**config.mk**
```make
export PLATFORM = sky130hd
export DESIGN_NAME = aud_rec_writer_flat
export DESIGN_NICKNAME = d
export VERILOG_FILES = /design/src/rtl/aud_rec_writer_if.sv /design/src/rtl/aud_rec_writer.sv /design/src/flat_wrapper.sv
export SDC_FILE = /design/constraint.sdc
export NUM_CORES = 1
export LEC_CHECK = 0
export CAP_MARGIN = 25
export CORE_AREA = 2 2 85 87
export DETAILED_ROUTE_END_ITERATION = 16
export DIE_AREA = 0 0 87 89
export PLACE_DENSITY = 0.75
export SLEW_MARGIN = 20
export SYNTH_ARGS = -nofsm -noshare
export SYNTH_HDL_FRONTEND = slang
export SYNTH_SLANG_ARGS = --single-unit
```
**constraint.sdc**
```tcl
create_clock -name i_clk -period 1.87 [get_ports i_clk]
set_input_delay 0.374 -clock i_clk [delete_from_list [all_inputs] [get_ports i_clk]]
set_output_delay 0.374 -clock i_clk [all_outputs]
set_load 0.005 [all_outputs]
```
**src/rtl/aud_rec_writer_if.sv**
```systemverilog
// rtl/aud_rec_writer_if.sv - SRAM write-port bundle for the I2S recorder
//
// Purpose: groups the recorder's SRAM write bus so it can be passed as one
// port. The recorder drives it (master); the SRAM arbiter consumes it (slave).
// Signals:
//   addr  P_ADDR_W  word write address
//   data  16        sample to write
//   we    1         one-cycle write strobe, active high
interface aud_rec_writer_if #(
  parameter int P_ADDR_W = 20
);
  logic [P_ADDR_W-1:0] addr;
  logic [15:0]         data;
  logic                we;

  modport master (output addr, output data, output we);
  modport slave  (input  addr, input  data, input  we);
endinterface

```
**src/rtl/aud_rec_writer.sv**
```systemverilog
// rtl/aud_rec_writer.sv - I2S left-channel recorder writing sequential SRAM words
//
// Purpose: deserialises the left-channel 16-bit sample of the codec ADC I2S
// stream (one-bit delay after the LRCK falling edge, MSB first), writes every
// completed sample to SRAM at sequential addresses and reports the word count.
// Clocked by the codec bit clock; reset is synchronous, active low.
// Optional feature macro: REC_PEAK_EN adds o_peak (max |sample| since i_start).
// Ports:
//   i_clk        codec BCLK, rising edge
//   i_rst_n      synchronous active-low reset
//   i_start      pulse: start at address 0, or resume when paused
//   i_pause      pulse: suspend, keep address (partial word dropped)
//   i_stop       pulse: end recording
//   i_lrc        ADCLRCK, low = left channel
//   i_adc_data   ADCDAT serial bit
//   sram         SRAM write bus (addr/data/we), master side
//   o_final_addr words written (one past last written address)
//   o_busy       high while waiting, shifting or writing
//   o_full       sticky: last address has been written
//   o_peak       (REC_PEAK_EN only) peak absolute sample value
module aud_rec_writer #(
  parameter int                  P_ADDR_W   = 20,
  parameter logic [P_ADDR_W-1:0] P_ADDR_MAX = 20'hFFFFF
) (
  input  logic                i_clk,
  input  logic                i_rst_n,
  input  logic                i_start,
  input  logic                i_pause,
  input  logic                i_stop,
  input  logic                i_lrc,
  input  logic                i_adc_data,
  aud_rec_writer_if.master    sram,
  output logic [P_ADDR_W-1:0] o_final_addr,
  output logic                o_busy,
`ifdef REC_PEAK_EN
  output logic [15:0]         o_peak,
`endif
  output logic                o_full
);

  typedef enum logic [2:0] {
    S_IDLE   = 3'd0,
    S_WAIT   = 3'd1,
    S_SHIFT  = 3'd2,
    S_WRITE  = 3'd3,
    S_PAUSED = 3'd4
  } state_t;

  localparam logic [P_ADDR_W-1:0] LP_ONE = {{(P_ADDR_W-1){1'b0}}, 1'b1};

  state_t              r_state;
  state_t              w_next;
  logic                r_lrc_prev;
  logic [3:0]          r_cnt;
  logic [15:0]         r_shift;
  logic [P_ADDR_W-1:0] r_addr;
  logic [P_ADDR_W-1:0] r_final;
  logic                r_full;
  logic                w_frame;
  logic                w_restart;

  // Left frame begins on the LRCK falling edge.
  assign w_frame   = r_lrc_prev & ~i_lrc;
  // A start that is not overridden by stop and is not a resume rewinds to 0.
  assign w_restart = i_start & ~i_stop & (r_state != S_PAUSED);

  // State register
  always_ff @(posedge i_clk) begin
    if (!i_rst_n) r_state <= S_IDLE;
    else          r_state <= w_next;
  end

  // Next-state logic: stop > start > pause
  always_comb begin
    w_next = r_state;
    if (i_stop) begin
      w_next = S_IDLE;
    end else if (i_start) begin
      w_next = S_WAIT;
    end else begin
      case (r_state)
        S_WAIT: begin
          if (i_pause)      w_next = S_PAUSED;
          else if (w_frame) w_next = S_SHIFT;
        end
        S_SHIFT: begin
          // A new frame edge mid-word restarts capture for that frame.
          if (i_pause)            w_next = S_PAUSED;
          else if (w_frame)       w_next = S_SHIFT;
          else if (r_cnt == 4'd15) w_next = S_WRITE;
        end
        S_WRITE: begin
          // The write always completes; pause takes effect afterwards.
          if (r_addr == P_ADDR_MAX) w_next = S_IDLE;
          else if (i_pause)         w_next = S_PAUSED;
          else                      w_next = S_WAIT;
        end
        default: w_next = r_state;
      endcase
    end
  end

  // Output logic
  always_comb begin
    sram.we      = (r_state == S_WRITE);
    sram.addr    = r_addr;
    sram.data    = r_shift;
    o_final_addr = r_final;
    o_full       = r_full;
    o_busy       = (r_state == S_WAIT) || (r_state == S_SHIFT) || (r_state == S_WRITE);
  end

  // Deserialiser. The bit sampled on the frame-edge cycle is the I2S delay
  // slot and is skipped; the following 16 bits are shifted in MSB first.
  always_ff @(posedge i_clk) begin
    if (!i_rst_n) begin
      r_lrc_prev <= 1'b1;
      r_cnt      <= 4'd0;
      r_shift    <= 16'd0;
    end else begin
      r_lrc_prev <= i_lrc;
      if (w_next == S_SHIFT && (r_state != S_SHIFT || w_frame)) begin
        r_cnt <= 4'd0;
      end else if (r_state == S_SHIFT) begin
        r_shift <= {r_shift[14:0], i_adc_data};
        r_cnt   <= r_cnt + 4'd1;
      end
    end
  end

  // Address / count bookkeeping. At the last address the pointer stays put
  // and the count wraps to P_ADDR_MAX+1 truncated; o_full disambiguates.
  always_ff @(posedge i_clk) begin
    if (!i_rst_n) begin
      r_addr  <= '0;
      r_final <= '0;
      r_full  <= 1'b0;
    end else if (w_restart) begin
      r_addr  <= '0;
      r_final <= '0;
      r_full  <= 1'b0;
    end else if (r_state == S_WRITE) begin
      r_final <= r_addr + LP_ONE;
      if (r_addr == P_ADDR_MAX) r_full <= 1'b1;
      else                      r_addr <= r_addr + LP_ONE;
    end
  end

`ifdef REC_PEAK_EN
  logic [15:0] r_peak;
  logic [15:0] w_abs;

  // -32768 has no positive 16-bit counterpart, so it saturates.
  always_comb begin
    w_abs = r_shift;
    if (r_shift[15]) w_abs = (r_shift == 16'h8000) ? 16'h7FFF : (~r_shift + 16'd1);
  end

  always_ff @(posedge i_clk) begin
    if (!i_rst_n)                              r_peak <= 16'd0;
    else if (i_start && !i_stop)               r_peak <= 16'd0;
    else if (r_state == S_WRITE && w_abs > r_peak) r_peak <= w_abs;
  end

  assign o_peak = r_peak;
`endif

endmodule
```
**src/flat_wrapper.sv**
```systemverilog
// flat-port wrapper written by rule: the top's interface ports become plain ports
module aud_rec_writer_flat 
#(
  parameter int                  P_ADDR_W   = 20,
  parameter logic [P_ADDR_W-1:0] P_ADDR_MAX = 20'hFFFFF
)
  (i_clk, i_rst_n, i_start, i_pause, i_stop, i_lrc, i_adc_data, o_final_addr, o_busy, o_full, sram_addr, sram_data, sram_we);
  aud_rec_writer_if #(.P_ADDR_W(P_ADDR_W)) sram_i ();
  input  logic i_clk;
  input  logic i_rst_n;
  input  logic i_start;
  input  logic i_pause;
  input  logic i_stop;
  input  logic i_lrc;
  input  logic i_adc_data;
  output logic [P_ADDR_W-1:0] o_final_addr;
  output logic o_busy;
  output logic o_full;
  output wire logic [$bits(sram_i.addr)-1:0] sram_addr;
  output wire logic [$bits(sram_i.data)-1:0] sram_data;
  output wire logic [$bits(sram_i.we)-1:0] sram_we;
  assign sram_addr = sram_i.addr;
  assign sram_data = sram_i.data;
  assign sram_we = sram_i.we;
  aud_rec_writer #(.P_ADDR_W(P_ADDR_W), .P_ADDR_MAX(P_ADDR_MAX)) u_core (.i_clk(i_clk), .i_rst_n(i_rst_n), .i_start(i_start), .i_pause(i_pause), .i_stop(i_stop), .i_lrc(i_lrc), .i_adc_data(i_adc_data), .sram(sram_i), .o_final_addr(o_final_addr), .o_busy(o_busy), .o_full(o_full));
endmodule
```
==> results.toml, run 1 <==
[synthesis]
synth.distinct_cells = 52
synth_ff_type = "dfxtp_1"
syn_nets = 347
ys_warn_count = 0
synth_area_mm2 = 0.00307
ys_ff_latch = 65
ys_async_sr_fraction = 0
postSynthCellCount = 338
synth_edf_count = 0
synth-seq-area-share = 0.424
syn_avg_cell_area_um2 = 9.08

[floorplanning]
start_util = 0.457
die_h_um = 89
core_mm2 = 0.00672
num_rows = 30
dieArea_mm2 = 0.00774
io_pins = 66
die_w_um = 87

[place]
dp.cells = 502
dpl.hpwl_um = 5470
globalplace.congestion = 0.881
portBuffers = 65
place_area_mm2 = 0.00403

[detailed_routing]
antenna_left = 0
drt_pre_antenna_iters = 4
wl_per_cell_um = 14.6
viasPerCell = 5.23
route.detailed.drc = 0
wl_um = 7540
drt_iter0_drc = 139
vias = 2709

[cells_and_area]
instances_no_fill = 518
diodes = 0
layout-drive-gt1-share = 0.203
area_growth_pct = 41.5
stdcell_area_mm2 = 0.00434
final_nets = 442
postLayoutCoreUtil = 0.646

[clock_tree]
clockBufferDepth = 2
clock-sinks = 65
cts-buffers-inserted = 9
cts_tree = "built"
root_buffer = "clkbuf_8"
cts.clk_slew.worst_paths_ps = 80
postCtsSetupRepairBufs = 0
clk_latency_ps = 340
ctsHtreeMaxLevel = 3
postCtsHoldBufs = 0

[global_route]
grt_pass1_wl_um = 12400
grtUsageMet1 = 0.272
busiest_layer = "met2"
use_met3 = 0.0480
antenna_found_initial = 0
grt_pass1_vias = 2575
grt_max_degree = 24
grt_overflow = 0
gr-usage-all-layers = 0.206
grt_use_met2 = 0.333

[setup_path]
crit_chain = "nand3b_4, clkinv_2, clkdlybuf4s50_1"
crit_start = "u_core.r_state[0]"
critPathMaxFanout = 9
crit-reg2reg-launch = "u_core.sram.addr[15]"
cp.required_ps = 1500
slowest_stage = "clkdlybuf4s50_1"
cp.arrival_ps = 1440
crit_type = "flop to output port"
critical-path-max-stage-delay_ps = 500
critPathCaptureType = "output port"
crit_path_start_kind = "flop"

[pwr]
ir_worst_vdd_mv = 0.480
p_leak_nw = 1.75
power.density_mw_per_mm2 = 738
fin_total_pwr_w = 0.00321

[sta]
layout_min_cycle_time_ps = 1810
whs_ps = 460
tightest_slew_ps = 474
slew_violations = 0
finalCritPeriodShare = 0.969
finalSetupViolations = 0
slew_headroom = 0.684
finalClockSkew_ps = 7.15
rsz0062_at_grt = "no"
fmax_ghz = 0.552
hold_viol_final = 0

[status]
outcome = "complete, no violations"

[flow_run]
maxCapViolCount = 0

[hold_path]
min_path_type = "flop to flop"
hp-start = "u_core.o_final_addr[1]"
[critical path: cells and delay by family (launching register included)]
| kind | cells | cell delay [ps] |
|---|---|---|
| buffers and inverters | 2 | 590 |
| DFF | 1 | 420 |
| and+or+nand+nor | 1 | 90 |
[per-layer routing]
metal / vias to the layer above / routed length, µm
met3: 10 / 281
met4: 0 / 104
met2: 60 / 3620
li1: 1384 / -
met5: - / 0
met1: 1255 / 3530
[final timing paths]
check                           endpoint  slack (ps)  cells past startpoint
setup reg to reg    u_core.sram.addr[13]         170                      5
hold / removal    u_core.o_final_addr[1]         460                      2
setup / recovery                 sram_we          60                      3
hold reg to reg   u_core.o_final_addr[1]         460                      2
[synth_stat cells, types with 2 or more instances]
master	count	area share
a31oi_1	2	0.0041
nand4_1	9	0.018
o211ai_1	2	0.0049
xnor2_1	15	0.043
buf_6	2	0.0073
and3_1	5	0.010
buf_2	12	0.020
and2_1	3	0.0061
nand4_2	2	0.0082
xor2_1	15	0.043
ha_1	2	0.0082
a311oi_1	2	0.0057
nand2b_1	3	0.0061
a211oi_2	3	0.012
clkinv_1	2	0.0024
nor3_1	4	0.0065
mux2i_1	17	0.055
a211oi_1	9	0.022
dfxtp_1	65	0.42
and4_1	4	0.011
o21ai_0	17	0.028
nand3_1	8	0.013
nor4_2	2	0.0082
or3_1	3	0.0061
clkbuf_1	7	0.0086
nor2b_1	3	0.0061
a21oi_1	25	0.041
nand3_2	2	0.0065
nand2_1	20	0.024
a31o_2	3	0.0086
nor2_1	48	0.059
nor3_4	2	0.011
[sequential cells by signal, summed over array words and instances (netlist names)]
| register | flops |
|---|---|
| u_core.o_final_addr | 20 |
| u_core.o_full | 1 |
| u_core.r_cnt | 4 |
| u_core.r_lrc_prev | 1 |
| u_core.r_state | 3 |
| u_core.sram.addr | 20 |
| u_core.sram.data | 16 |
[timing repair]
action,CTS,global route
gates resized for setup,5,4
endpoints found under the setup margin,2,3
pin swaps,0,0
[through the flow]
step	worst slack, ps	TNS, ps
4_1_cts	17.2	0
3_3_place_gp	-8.10	-15.7
2_1_floorplan	96.8	0
5_1_grt	1.37	0
6_report	58.6	0
3_5_place_dp	-73.1	-837
[layout by cell type, fill, tap and decap left out, types with 3 or more instances in the layout]
master,instances
o21ai_0,17
nand4_1,9
a211oi_2,3
xor2_1,15
nor2_1,47
and3_1,5
nand3_1,8
and2_1,3
a31o_2,3
nand2_1,20
nor3_1,4
nor2b_1,3
buf_4,42
clkdlybuf4s50_1,64
xnor2_1,15
a21oi_1,25
bufinv_16,5
nand2b_1,3
or3_1,3
dfxtp_1,62
a211oi_1,9
clkbuf_8,9
mux2i_1,17
and4_1,4
[kinds of logic (layout without fill, tap and decap cells)]
kind of cell	Yosys count	in the layout	share of synthesized area
mux	17	17	0.0554
xor+xnor	30	30	0.0856
buf+inv	27	127	0.0444
fa+ha+maj	2	2	0.00815
flops	65	65	0.424
simple gates	127	127	0.232
compound gates	70	70	0.150
[power breakdown]
part	total [W]	switching [W]	internal [W]
logic	0.0000975	0.0000518	0.0000457
clock network	0.00172	0.000563	0.00116
registers	0.00139	0.00000374	0.00138
total	0.00321	0.000618	0.00259
[layout make-up]
type | instances | area, µm²
clock buffer | 9 | 124
multi-input combinational | 246 | 1640
clock inverter | 7 | 166
inverter | 3 | 12.5
sequential | 65 | 1310
fill | 534 | 2380
timing repair buffer | 108 | 988
tap | 80 | 100
No activity file was read; power rests on OpenSTA's default activity.
==> inputs of run 2 (changes only) <==
Settings changed: CORE_AREA 2 2 85 87 to 2 2 86 88, DIE_AREA 0 0 87 89 to 0 0 88 90, PLACE_DENSITY 0.75 to 0.71.
Clock period 1.87 ns to 1.7 ns, I/O delays scaled along.
==> results.toml, run 2 (synthesis results as in run 1) <==
[cells_and_area]
final_cell_mix = "buf_4 (58), clkdlybuf4s50_1 (57), dfxtp_1 (51), nor2_1 (46), a21oi_1 (24)"
instances_no_fill = 556
diodes = 0
final_nets = 461
layout-drive-gt1-share = 0.276
area_growth_pct = 47.3
multi_input_area_mm2 = 0.00170
regArea_mm2 = 0.00133
fillers = 589
final_common_cell = "buf_4"

[setup_path]
critPathCaptureType = "output port"
crit_type = "flop to output port"
cp.required_ps = 1360
slowest_stage = "clkdlybuf4s50_1"
crit_chain = "buf_4, clkdlybuf4s50_1"
cp.arrival_ps = 1320
critPathMaxFanout = 4
crit_path_start_kind = "flop"
critical-path-max-stage-delay_ps = 500

[clock_tree]
clock-sinks = 65
cts-buffers-inserted = 9
root_buffer = "clkbuf_8"
clk_latency_ps = 350
postCtsHoldBufs = 0
cts_tree = "built"
cts.clk_slew.worst_paths_ps = 70
ctsHtreeMaxLevel = 3
clockBufferDepth = 2

[sta]
finalSetupViolations = 0
layout_min_cycle_time_ps = 1660
slew_headroom = 0.727
tightest_slew_ps = 406
slew_violations = 0
finalCritPeriodShare = 0.976
final.setup.tns_ps = 0
fmax_ghz = 0.602
hold_viol_final = 0
rsz0062_at_grt = "yes"
finalClockSkew_ps = 9.78

[status]
outcome = "complete, no violations"

[detailed_routing]
vias = 2831
route.detailed.drc = 0
drt_iter0_drc = 142
antenna_left = 0
drt_pre_antenna_iters = 4
wl_um = 7780
wl_per_cell_um = 14.0
viasPerCell = 5.09

[floorplanning]
start_util = 0.437
dieArea_mm2 = 0.00792
io_pins = 66
num_rows = 31
die_h_um = 90
core_mm2 = 0.00702
die_w_um = 88

[global_route]
antenna_found_initial = 0
grt_overflow = 0
grt_pass1_vias = 2765
gr-usage-all-layers = 0.206
grt_max_degree = 26
grt_pass1_wl_um = 12800

[pwr]
p_leak_nw = 1.92
power.density_mw_per_mm2 = 656
ir_worst_vdd_mv = 0.607

[place]
globalplace.congestion = 0.864
portBuffers = 65
dp.cells = 535
dpl.hpwl_um = 5610

[hold_path]
min_path_type = "flop to flop"

[flow_run]
maxCapViolCount = 0
## run 2: cell types whose count changed in the layout (fill, tap and decap cells not counted), moves of 2 or more
| cell | change |
|---|---|
| buf_4 | +16 |
| buf_6 | +3 |
| bufinv_16 | -4 |
| clkdlybuf4s50_1 | -7 |
| clkinv_4 | +2 |
| dfxtp_1 | -11 |
| dfxtp_2 | +9 |
| dfxtp_4 | +2 |
| dlygate4sd2_1 | +4 |
| dlymetal6s2s_1 | +3 |
## run 2: worst paths after layout
path	from	to	slack (ps)	cells past startpoint
worst min-delay path	u_core.o_final_addr[1]	u_core.o_final_addr[1]	470	2
worst max-delay path	u_core.sram.addr[12]	sram_addr[12]	40	2
worst min register to register	u_core.o_final_addr[1]	u_core.o_final_addr[1]	470	2
worst max register to register	u_core.sram.addr[0]	u_core.sram.addr[15]	70	8
## run 2: power by group
| group | internal [W] | leakage (nW) | switching (W) |
|---|---|---|---|
| Clock | 0.000718 | 0.0985 | 0.000624 |
| Sequential | 0.00152 | 0.532 | 0.00000261 |
| Combinational | 0.0000454 | 1.29 | 0.0000559 |
## run 2: area by class of cell
type                    count  area share
well taps                  99      0.0274
clock inverters             6      0.0149
flip-flops and latches     65       0.294
multi-input cells         246       0.376
inverters                   3     0.00360
clock buffers              10      0.0304
repair buffers            127       0.253
## run 2: stage by stage
stage	setup slack, ps	cell area, µm²	hold slack (ps)	total power, W	utilization
floorplan	10.4	3070	412	0.00161	-
global placement	-176	4170	451	0.00166	0.593
detailed placement	-216	4170	458	0.00166	0.593
CTS	2.27	4420	467	0.00299	0.629
global route	-8.24	4520	495	0.00308	0.644
finish	40.1	4520	469	0.00297	0.644
## run 2: repair_timing
action,in CTS,in global routing
setup buffers,2,3
gates cloned,0,0
setup endpoints to repair,14,48
gates resized for setup,22,23
## run 2: critical path, delay by kind of cell (launching register included)
kind | cells | cell delay, ps
buf+inv | 2 | 640
flops | 1 | 340
## run 2: layer usage
layer	share of wire	track usage	vias up
met2	0.48	0.314	62
met1	0.46	0.271	1332
li1	-	-	1420
met3	0.035	0.0395	17
met4	0.024	0.110	0
met5	0	0	-
